`src/rtl/sprite_blitter.sv`:
```
`default_nettype none
// ============================================================================
//  Module   : sprite_blitter
//  Purpose  : Copies a sprite from a combinational sprite ROM into a frame
//             buffer. Pixels are walked in row-major order. Transparent
//             pixels and pixels outside the screen are dropped, and every
//             other pixel is written through a valid/ready write port.
//  Ports    : clk, rst          - clock, asynchronous active-high reset
//             start             - blit request (sampled only when idle)
//             x_pos, y_pos      - sprite top-left screen position
//             flip_h            - horizontal mirror
//             busy, done        - status / one-cycle completion pulse
//             pixel             - sprite ROM index
//             width, height     - ROM dimensions, 0-indexed
//             color             - ROM colour for the current pixel
//             fb_addr, fb_data  - frame buffer write address / data
//             fb_we, fb_ready   - frame buffer write handshake
//  Revision : 1.0 - initial release
// ============================================================================
module sprite_blitter #(
    parameter int          SCREEN_W    = 320,
    parameter int          SCREEN_H    = 240,
    parameter logic [15:0] TRANSPARENT = 16'hFFFF
) (
    input  logic        clk,
    input  logic        rst,
    input  logic        start,
    input  logic [8:0]  x_pos,
    input  logic [8:0]  y_pos,
    input  logic        flip_h,
    output logic        busy,
    output logic        done,
    output logic [16:0] pixel,
    input  logic [8:0]  width,
    input  logic [8:0]  height,
    input  logic [15:0] color,
    output logic [16:0] fb_addr,
    output logic [15:0] fb_data,
    output logic        fb_we,
    input  logic        fb_ready
);

    localparam logic [9:0]  c_screen_w10 = 10'(SCREEN_W);
    localparam logic [9:0]  c_screen_h10 = 10'(SCREEN_H);
    localparam logic [16:0] c_screen_w17 = 17'(SCREEN_W);

    typedef enum logic [2:0] {
        S_IDLE  = 3'd0,
        S_LATCH = 3'd1,
        S_READ  = 3'd2,
        S_WRITE = 3'd3,
        S_DONE  = 3'd4
    } state_t;

    state_t      r_state;
    state_t      w_state_nxt;

    logic [8:0]  r_col;
    logic [8:0]  r_row;
    logic [16:0] r_row_base;
    logic [8:0]  r_wmax;
    logic [8:0]  r_hmax;
    logic [8:0]  r_x0;
    logic [8:0]  r_y0;
    logic        r_flip;

    logic [8:0]  w_col_src;
    logic [9:0]  w_sx;
    logic [9:0]  w_sy;
    logic        w_skip;
    logic        w_last_col;
    logic        w_last;
    logic        w_advance;
    logic        w_issue;
    logic [16:0] w_addr;

    // Mirroring only changes which ROM column is fetched; the screen column
    // (x0 + col) still advances left to right.
    assign w_col_src = r_flip ? (r_wmax - r_col) : r_col;
    assign pixel     = r_row_base + {8'd0, w_col_src};

    // Screen coordinates are one bit wider than the inputs so that a sprite
    // hanging off the right/bottom edge cannot wrap back onto the screen.
    assign w_sx   = {1'b0, r_x0} + {1'b0, r_col};
    assign w_sy   = {1'b0, r_y0} + {1'b0, r_row};
    assign w_skip = (color == TRANSPARENT) || (w_sx >= c_screen_w10) ||
                    (w_sy >= c_screen_h10);
    // Only evaluated for on-screen pixels, where sy*SCREEN_W+sx fits 17 bits.
    assign w_addr = ({7'd0, w_sy} * c_screen_w17) + {7'd0, w_sx};

    assign w_last_col = (r_col == r_wmax);
    assign w_last     = w_last_col && (r_row == r_hmax);

    assign busy = (r_state == S_LATCH) || (r_state == S_READ) ||
                  (r_state == S_WRITE);
    assign done = (r_state == S_DONE);

    // ------------------------------------------------------------------
    // State register
    // ------------------------------------------------------------------
    always_ff @(posedge clk or posedge rst) begin
        if (rst) begin
            r_state <= S_IDLE;
        end else begin
            r_state <= w_state_nxt;
        end
    end

    // ------------------------------------------------------------------
    // Next-state logic; w_advance marks the cycle a pixel is finished.
    // ------------------------------------------------------------------
    always_comb begin
        w_state_nxt = r_state;
        w_advance   = 1'b0;
        w_issue     = 1'b0;
        case (r_state)
            S_IDLE: begin
                if (start) begin
                    w_state_nxt = S_LATCH;
                end
            end
            S_LATCH: begin
                w_state_nxt = S_READ;
            end
            S_READ: begin
                if (w_skip) begin
                    w_advance   = 1'b1;
                    w_state_nxt = w_last ? S_DONE : S_READ;
                end else begin
                    w_issue     = 1'b1;
                    w_state_nxt = S_WRITE;
                end
            end
            S_WRITE: begin
                if (fb_ready) begin
                    w_advance   = 1'b1;
                    w_state_nxt = w_last ? S_DONE : S_READ;
                end
            end
            S_DONE: begin
                w_state_nxt = S_IDLE;
            end
            default: begin
                w_state_nxt = S_IDLE;
            end
        endcase
    end

    // ------------------------------------------------------------------
    // Datapath: latched sprite parameters, walk counters, write port
    // ------------------------------------------------------------------
    always_ff @(posedge clk or posedge rst) begin
        if (rst) begin
            r_col      <= 9'd0;
            r_row      <= 9'd0;
            r_row_base <= 17'd0;
            r_wmax     <= 9'd0;
            r_hmax     <= 9'd0;
            r_x0       <= 9'd0;
            r_y0       <= 9'd0;
            r_flip     <= 1'b0;
            fb_addr    <= 17'd0;
            fb_data    <= 16'd0;
            fb_we      <= 1'b0;
        end else begin
            if (r_state == S_LATCH) begin
                r_x0       <= x_pos;
                r_y0       <= y_pos;
                r_flip     <= flip_h;
                r_wmax     <= width;
                r_hmax     <= height;
                r_col      <= 9'd0;
                r_row      <= 9'd0;
                r_row_base <= 17'd0;
            end

            if (w_advance) begin
                if (w_last_col) begin
                    r_col      <= 9'd0;
                    r_row      <= r_row + 9'd1;
                    r_row_base <= r_row_base + {8'd0, r_wmax} + 17'd1;
                end else begin
                    r_col <= r_col + 9'd1;
                end
            end

            if (w_issue) begin
                fb_addr <= w_addr;
                fb_data <= color;
                fb_we   <= 1'b1;
            end else if ((r_state == S_WRITE) && fb_ready) begin
                fb_we <= 1'b0;
            end
        end
    end

endmodule
`default_nettype wire

```
`config.mk`:
```
export PLATFORM = sky130hd
export DESIGN_NAME = sprite_blitter
export DESIGN_NICKNAME = d
export VERILOG_FILES = /design/src/rtl/sprite_blitter.sv
export SDC_FILE = /design/constraint.sdc
export NUM_CORES = 1
export LEC_CHECK = 0
export CAP_MARGIN = 15
export CORE_MARGIN = 3
export CORE_UTILIZATION = 39
export CTS_CLUSTER_DIAMETER = 120
export CTS_CLUSTER_SIZE = 14
export DETAILED_ROUTE_END_ITERATION = 8
export MAX_ROUTING_LAYER = met4
export PLACE_DENSITY = 0.73
export SYNTH_ARGS = -nofsm -noshare
export SYNTH_HDL_FRONTEND = slang
export SYNTH_SLANG_ARGS = --single-unit
export TNS_END_PERCENT = 1
```
`constraint.sdc`:
```
create_clock -name clk -period 7.1 [get_ports clk]
set_clock_uncertainty 0.05 [all_clocks]
set_input_delay 1.42 -clock clk [delete_from_list [all_inputs] [get_ports clk]]
set_output_delay 1.42 -clock clk [all_outputs]
set_load 0.03 [all_outputs]
```
==> tab_implementation.tex, run 1 <==
\begin{tabular}{lr}
\hline
Metric & Value \\
\hline
\multicolumn{2}{l}{\textbf{CTS}} \\
Number of clock buffers inserted by TritonCTS & 9 \\
Hold Buf Count CTS & 0 \\
Clock transition at the register clock pins on the worst setup and hold paths after CTS & around 0.080 ns \\
Clock tree root driver cell & sky130\_fd\_sc\_hd\_\_clkbuf\_16 \\
\# clock sinks & 109 \\
Post-CTS setup repair buffer count & 0 \\
Total number of H-tree levels & 3 \\
Clock tree from TritonCTS & yes \\
Maximum number of buffers from clock root to sink & 2 \\
Count of instances resized after the clock tree is built & 0 \\
Clk\_lat worst skew & roughly 0.36 ns \\
\multicolumn{2}{l}{\textbf{STA}} \\
Number of max-slew violations in the final report & 0 \\
Final setup TNS & 0 ns \\
Pin slew with the least headroom to its limit & between 1 and 1.5 ns \\
Highest clock rate & 0.162 GHz \\
Minimum period implied by the final worst setup slack & 6.17 ns \\
RSZ-0062 raised after global routing & no \\
Endpoints failing setup & 0 \\
Max transition margin & between 20 and 30\% \\
Final Hold Slack & between 0.4 and 0.5 ns \\
Final hold violations & 0 \\
Ratio of final minimum period to clock period & a little under 90\% \\
\multicolumn{2}{l}{\textbf{Pwr}} \\
NetSw & about 2300 uW \\
Switching power as a share of total power & 45.7\% \\
Maximum resistive drop on vdd & about 0.00022 V \\
Power Density & between 500 and 600 mW/mm2 \\
Gate power share & approximately 70\% \\
Clock network fraction of total power & about a tenth \\
Sequential group share of total power & a little over a fifth \\
Total leakage power & 0.00423 uW \\
Internal Pwr Total & roughly 2800 uW \\
\multicolumn{2}{l}{\textbf{Run status}} \\
Outcome & finished, final reports clean \\
\multicolumn{2}{l}{\textbf{Floorplanning}} \\
Initial Util & 40.1\% \\
Horizontal extent of the die & 145 um \\
Total core area & $\sim$0.019 mm2 \\
Total Die Area & $\sim$0.021 mm2 \\
Overall die height & between 100 and 150 um \\
Rows & 50 \\
Number of ports placed on the die boundary & 110 \\
\multicolumn{2}{l}{\textbf{Layout}} \\
Number of fillers in the final layout & about 1,800 \\
Final-stage net count & 1,027 \\
Synthesis-to-finish area growth & 20.9\% \\
Most common library cell in the layout ignoring fill and taps & sky130\_fd\_sc\_hd\_\_nand2\_1 \\
Diodes inserted & 0 \\
Most frequent cells in the layout & sky130\_fd\_sc\_hd\_\_nand2\_1 (155), sky130\_fd\_sc\_hd\_\_dfrtp\_1 (109), sky130\_fd\_sc\_hd\_\_clkdlybuf4s50\_1 (109) \\
Share of cells above drive strength 1 & 7.86\% \\
\multicolumn{2}{l}{\textbf{GRT}} \\
Aggregate global routing overflow & 0 \\
Pin count of the biggest net entering global routing & 59 \\
Wire length of the first global-routing pass & 29,800 um \\
Global router's overall resource usage & between 10\% and 20\% \\
Antenna violations before repair & 0 \\
Vias in the first global route & 5,908 \\
\multicolumn{2}{l}{\textbf{Synth}} \\
Top area cells in the synthesized netlist & sky130\_fd\_sc\_hd\_\_dfrtp\_1 (36\%), sky130\_fd\_sc\_hd\_\_ha\_1 (11\%), sky130\_fd\_sc\_hd\_\_nand2\_1 (7.7\%) \\
Synth unique cells & 66 \\
Count of synthesis-stage warnings from yosys & 0 \\
Share of the yosys chip area belonging to registers & between 30\% and 40\% \\
Cell taking the most area after synthesis & sky130\_fd\_sc\_hd\_\_dfrtp\_1 \\
Netlist area before placement & $\sim$0.0076 mm2 \\
Area fraction of the dominant cell type after synthesis & a little over a third \\
Syn nets & just over 900 \\
\#FFs+latches synth & between 100 and 150 \\
Number of synthesized flops with an enable pin & 0 \\
Share of async-settable or async-resettable flops after synthesis & 100\% \\
Avg Synthesized Cell Area & 9.48 um2 \\
Synth Flop Type & sky130\_fd\_sc\_hd\_\_dfrtp\_1 \\
Number of standard cells after synthesis & $\sim$800 \\
\multicolumn{2}{l}{\textbf{Placed design}} \\
Count of port buffers added during placement & 109 \\
Final HPWL from detailed placement & 13,500 um \\
Placer's final routability congestion estimate & 0.857 \\
\multicolumn{2}{l}{\textbf{Setup path}} \\
Nature of the critical path startpoint & flip-flop \\
Depth of the worst register-to-register path & 18 \\
R2r setup slk & a little under 3 ns \\
Critical register-to-register path endpoint & fb\_addr[16]\$\_DFFE\_PP0P\_ \\
Slowest cell on crit path & sky130\_fd\_sc\_hd\_\_clkdlybuf4s50\_1 \\
Cell-by-cell listing of the critical path & inv\_1 -> ha\_1 -> nor2b\_1 -> o21ai\_0 -> a21boi\_0 -> o21ai\_0 -> a21boi\_0 -> o21ai\_0 -> mux2i\_1 -> o221ai\_1 -> ha\_1 -> nand3\_1 -> o31ai\_1 -> and3\_1 -> nand3\_1 -> xnor2\_1 -> clkdlybuf4s50\_1 \\
Arrival @ worst endpoint & approximately 4.7 ns \\
Max incr delay on CP & about 0.7 ns \\
Maximum fanout along the worst path & 6 \\
Library cell appearing most often on the critical path & sky130\_fd\_sc\_hd\_\_o21ai\_0 \\
Required time of the worst setup path & around 5.6 ns \\
Startpoint-to-endpoint class of the critical path & flip-flop to output port \\
Critical R2R Launch & r\_col[0]\$\_DFFE\_PP0P\_ \\
Crit. End Element & output port \\
\multicolumn{2}{l}{\textbf{Detailed routing}} \\
First-pass iteration count of the detailed router & 5 \\
Routed wirelength normalized by instance count & 15.2 um \\
DRC & 0 \\
Ratio of routed vias to standard cells & 5.14 \\
Routed WL & about 18,000 um \\
Number of DRC violations after detailed-routing iteration 0 & approximately 340 \\
Number of nets still failing antenna checks after routing & 0 \\
Total number of vias & 5,973 \\
\multicolumn{2}{l}{\textbf{Min path}} \\
Hold Crit Class & flip-flop to flip-flop \\
Instance count along the most critical hold path & 2 \\
Terminating pin of the worst hold path & r\_y0[2]\$\_DFFE\_PP0P\_ \\
Worst hold path startpoint & r\_y0[2]\$\_DFFE\_PP0P\_ \\
\multicolumn{2}{l}{\textbf{Job}} \\
Number of max-capacitance violations reported & 0 \\
\hline
\end{tabular}
[routing by layer]
metal  part of all wire, %  global-route usage [%]  vias to the layer above
met5                     0                       -                        -
met4                   1.1                    3.70                        0
met3                   4.7                    3.08                       16
met2                    45                    27.3                      146
met1                    49                    23.8                     2801
li1                      -                       -                     3010
[layout make-up]
cell class	instances	area, um2	share of cell area (%)
sequential	109	2730	29.8
tap	260	325	3.55
multi-input combinational	629	4560	49.8
clock inverter	7	57.6	0.628
timing repair buffer	113	1120	12.2
clock buffer	9	225	2.46
inverter	36	138	1.50
[synthesized netlist by cell type (all sizes together), types with 8 or more instances]
library cell / count
nor2: 31
ha: 65
a21o: 15
o21bai: 9
mux2: 35
nor3: 8
clkbuf: 18
nand4: 14
xor2: 19
nor2b: 11
nand3: 14
o21ai: 46
and3: 9
or3: 8
nand2: 156
dfrtp: 109
inv: 36
a21oi: 36
xnor2: 51
[cell families (layout without fill, tap and decap cells)]
| kind of cell | after synthesis | after routing | synth area share, % |
|---|---|---|---|
| and+or+nand+nor | 284 | 284 | 17.5 |
| AOI/OAI and AO/OA | 161 | 161 | 14.5 |
| DFF | 109 | 109 | 36.0 |
| adders and majority gates | 72 | 72 | 12.6 |
| xor gates and xnor gates | 70 | 70 | 8.09 |
| buffers and inverters | 61 | 165 | 3.81 |
| muxes | 42 | 42 | 7.51 |
[metrics by stage]
step	setup WS [ns]	instances	area (um2)	util, %	total power [uW]
2_1_floorplan	2.06	799	7580	-	3780
3_3_place_gp	1.42	1147	8880	47.0	4580
3_5_place_dp	1.27	1147	8880	47.0	4640
4_1_cts	0.892	1163	9160	48.5	5150
5_1_grt	0.472	1163	9160	48.5	5540
6_report	0.928	1163	9160	48.5	5100
[critical path, delay by kind of cell (launching register included)]
family                     cells  cell delay [ns]
DFF                            1             0.44
muxes                          1             0.21
and+or+nand+nor                4             0.61
adders and majority gates      2             0.70
xor gates and xnor gates       1             0.14
AOI/OAI and AO/OA              7             1.42
buffers and inverters          2             0.83
[registers in the layout (all words and copies together), names as in the netlist]
signal,flops
fb_addr,17
r_row_base,17
fb_data,16
r_col,9
r_hmax,9
r_row,9
r_wmax,9
r_x0,9
r_y0,9
r_state,3
fb_we,1
r_flip,1
[worst max-delay path by stage]
stage | start | end | slack [ns]
final | r_col[1]$_DFFE_PP0P_ | pixel[14] | 0.93
after global routing | r_col[0]$_DFFE_PP0P_ | pixel[11] | 0.47
after CTS | r_col[0]$_DFFE_PP0P_ | pixel[11] | 0.89
after detailed placement | r_col[0]$_DFFE_PP0P_ | pixel[11] | 1.27
after global placement | r_col[1]$_DFFE_PP0P_ | pixel[14] | 1.42
after floorplan | r_col[1]$_DFFE_PP0P_ | pixel[14] | 2.06
[power groups by stage]
stage	Combinational, uW	Clock, uW	Sequential [uW]
after CTS	3530	501	1120
final	3500	485	1120
after detailed placement	3510	0	1130
after global routing	3860	527	1150
after global placement	3460	0	1120
after floorplan	2540	0	1240
Note: power is estimated with default switching activity, not from simulation.
==> run 2: changes to the inputs <==
--- a/config.mk
+++ b/config.mk
@@ -6,7 +6,7 @@
 export NUM_CORES = 1
 export LEC_CHECK = 0
 export CAP_MARGIN = 15
-export CORE_MARGIN = 3
+export CORE_MARGIN = 10
 export CORE_UTILIZATION = 39
 export CTS_CLUSTER_DIAMETER = 120
 export CTS_CLUSTER_SIZE = 14
==> run 2 against run 1 <==
  * Clock-buffer cell count is the same
  * Cell area is 0.51% higher
  * Worst setup slack worse by 0.077 ns
  * Critical path depth unchanged
==> tab_implementation.tex, run 2 (synthesized netlist as in run 1, its figures left out) <==
\begin{tabular}{lr}
\hline
Metric & Value \\
\hline
\multicolumn{2}{l}{\textbf{Run status}} \\
Outcome & finished, final reports clean \\
\multicolumn{2}{l}{\textbf{Layout}} \\
Share of cells above drive strength 1 & roughly 8\% \\
Diodes inserted & 0 \\
Most common library cell in the layout ignoring fill and taps & sky130\_fd\_sc\_hd\_\_nand2\_1 \\
Synthesis-to-finish area growth & 21.5\% \\
Final-stage net count & about 1,000 \\
Largest registers ranked by flip-flop count & fb\_addr (17), r\_row\_base (17), fb\_data (16) \\
Most frequent cells in the layout & sky130\_fd\_sc\_hd\_\_nand2\_1 (155), sky130\_fd\_sc\_hd\_\_dfrtp\_1 (109), sky130\_fd\_sc\_hd\_\_clkdlybuf4s50\_1 (109) \\
Non-filler cells, final & 1,164 \\
\multicolumn{2}{l}{\textbf{CTS}} \\
Total number of H-tree levels & 3 \\
\# clock sinks & roughly 110 \\
Hold Buf Count CTS & 0 \\
Maximum number of buffers from clock root to sink & 2 \\
Clock transition at the register clock pins on the worst setup and hold paths after CTS & 0.08 ns \\
Clock tree root driver cell & sky130\_fd\_sc\_hd\_\_clkbuf\_16 \\
Count of instances resized after the clock tree is built & 0 \\
Clock tree from TritonCTS & yes \\
Number of clock buffers inserted by TritonCTS & 9 \\
Clk\_lat worst skew & about 0.36 ns \\
Post-CTS setup repair buffer count & 0 \\
\multicolumn{2}{l}{\textbf{STA}} \\
Final Hold Slack & 0.437 ns \\
Ratio of final minimum period to clock period & between 80\% and 90\% \\
Number of max-slew violations in the final report & 0 \\
Highest clock rate & between 0.15 and 0.2 GHz \\
Endpoints failing setup & 0 \\
RSZ-0062 raised after global routing & no \\
Minimum period implied by the final worst setup slack & approximately 6.2 ns \\
Max transition margin & between 40\% and 50\% \\
Pin slew with the least headroom to its limit & about 0.83 ns \\
Final hold violations & 0 \\
Final setup TNS & 0 ns \\
\multicolumn{2}{l}{\textbf{Floorplanning}} \\
Total Die Area & $\sim$0.025 mm2 \\
Horizontal extent of the die & between 150 and 200 um \\
Number of ports placed on the die boundary & 110 \\
Overall die height & $\sim$160 um \\
Rows & 50 \\
Initial Util & 40.1\% \\
Total core area & 0.0189 mm2 \\
\multicolumn{2}{l}{\textbf{Setup path}} \\
Crit. End Element & output port \\
Slowest cell on crit path & sky130\_fd\_sc\_hd\_\_clkdlybuf4s50\_1 \\
Cell-by-cell listing of the critical path & inv\_1 -> ha\_1 -> nor2b\_1 -> o21ai\_0 -> a21boi\_0 -> o21ai\_0 -> a21boi\_0 -> o21ai\_0 -> mux2i\_1 -> o221ai\_1 -> ha\_1 -> nand3\_1 -> o31ai\_1 -> and3\_1 -> nand3\_1 -> xnor2\_1 -> clkdlybuf4s50\_1 \\
Library cell appearing most often on the critical path & sky130\_fd\_sc\_hd\_\_o21ai\_0 \\
Nature of the critical path startpoint & flip-flop \\
Sum of buffers and inverters on the critical path & 2 \\
Cell family with the largest share of critical-path delay & compound AO/OA/AOI/OAI gates \\
Startpoint-to-endpoint class of the critical path & flip-flop to output port \\
Max incr delay on CP & about 0.68 ns \\
Arrival @ worst endpoint & about 4.8 ns \\
Required time of the worst setup path & 5.63 ns \\
Maximum fanout along the worst path & 6 \\
\multicolumn{2}{l}{\textbf{Detailed routing}} \\
Ratio of routed vias to standard cells & a little over 5 \\
First-pass iteration count of the detailed router & 4 \\
Number of nets still failing antenna checks after routing & 0 \\
DRC & 0 \\
Total number of vias & around 6,000 \\
Number of DRC violations after detailed-routing iteration 0 & around 320 \\
Routed WL & around 19,000 um \\
Routed wirelength normalized by instance count & $\sim$16 um \\
\multicolumn{2}{l}{\textbf{Placed design}} \\
Final HPWL from detailed placement & 14,500 um \\
Placer's final routability congestion estimate & 0.889 \\
Placed instance count & 1,148 \\
Count of port buffers added during placement & about 110 \\
\multicolumn{2}{l}{\textbf{GRT}} \\
Antenna violations before repair & 0 \\
Global router's overall resource usage & around 15\% \\
Pin count of the biggest net entering global routing & 66 \\
Aggregate global routing overflow & 0 \\
Wire length of the first global-routing pass & a little over 30,000 um \\
Vias in the first global route & $\sim$5,800 \\
\multicolumn{2}{l}{\textbf{Job}} \\
Number of max-capacitance violations reported & 0 \\
\multicolumn{2}{l}{\textbf{Pwr}} \\
Power Density & around 570 mW/mm2 \\
Total leakage power & roughly 0.0043 uW \\
Maximum resistive drop on vdd & about 0.00022 V \\
Tot Pwr & around 5200 uW \\
\multicolumn{2}{l}{\textbf{Min path}} \\
Hold Crit Class & flip-flop to flip-flop \\
\hline
\end{tabular}
[run 2: cell count changes in the layout (fill, tap and decap cells not counted), sizes merged]
cell | previous run | this run
bufinv | 0 | 2
clkinvlp | 2 | 0
buf | 4 | 5
[run 2: layer usage]
layer	vias up	routed length, um	track usage (%)
li1	3011	-	-
met2	133	8610	23.2
met5	-	0	-
met4	0	265	4.47
met1	2862	9060	20.0
met3	22	856	2.71
[run 2: layout make-up]
cell class	instances	area, um2
Clock buffer	9	225
Multi-Input combinational cell	629	4560
Timing Repair Buffer	114	1130
Inverter	36	138
Sequential cell	109	2730
Clock inverter	7	96.3
Tap cell	260	325
Fill cell	1775	9690
[run 2: through the flow]
stage	utilization [%]	area [um2]	setup slack (ns)
2_1_floorplan	-	7580	2.06
3_3_place_gp	47.0	8880	1.40
3_5_place_dp	47.0	8880	1.27
4_1_cts	48.7	9210	0.849
5_1_grt	48.7	9210	0.376
6_report	48.7	9210	0.851
[run 2: final timing paths]
| check | startpoint | end | slack [ns] | cells after the start |
|---|---|---|---|---|
| max | r_col[1]$_DFFE_PP0P_ | pixel[14] | 0.85 | 17 |
| min | r_y0[2]$_DFFE_PP0P_ | r_y0[2]$_DFFE_PP0P_ | 0.44 | 2 |
| max reg2reg | r_row[0]$_DFF_PP0_ | fb_addr[15]$_DFFE_PP0P_ | 2.91 | 16 |
| min reg2reg | r_y0[2]$_DFFE_PP0P_ | r_y0[2]$_DFFE_PP0P_ | 0.44 | 2 |
| max in group asynchronous | rst | r_hmax[6]$_DFFE_PP0P_ | 4.33 | 3 |
| min in group asynchronous | rst | r_wmax[8]$_DFFE_PP0P_ | 1.52 | 2 |
[run 2: power by group]
group | switching, uW | leakage, uW | internal [uW]
Combinational | 1890 | 0.00275 | 1650
Clock | 240 | 0.000160 | 311
Sequential | 237 | 0.00135 | 885
Total | 2360 | 0.00426 | 2840
[run 2: worst register-to-register path: stages, from the launching register on]
cell,delay (ns)
sky130_fd_sc_hd__dfrtp_1,0.48
sky130_fd_sc_hd__ha_1,0.25
sky130_fd_sc_hd__inv_1,0.08
sky130_fd_sc_hd__fa_1,0.41
sky130_fd_sc_hd__nor2b_1,0.15
sky130_fd_sc_hd__o21ai_0,0.12
sky130_fd_sc_hd__xnor2_1,0.30
sky130_fd_sc_hd__ha_1,0.33
sky130_fd_sc_hd__ha_1,0.33
sky130_fd_sc_hd__a211oi_1,0.26
sky130_fd_sc_hd__o21bai_1,0.11
sky130_fd_sc_hd__a21oi_1,0.23
sky130_fd_sc_hd__xnor2_1,0.21
sky130_fd_sc_hd__nand2_1,0.08
sky130_fd_sc_hd__or2_2,0.29
sky130_fd_sc_hd__xnor2_1,0.14
sky130_fd_sc_hd__mux2_4,0.26
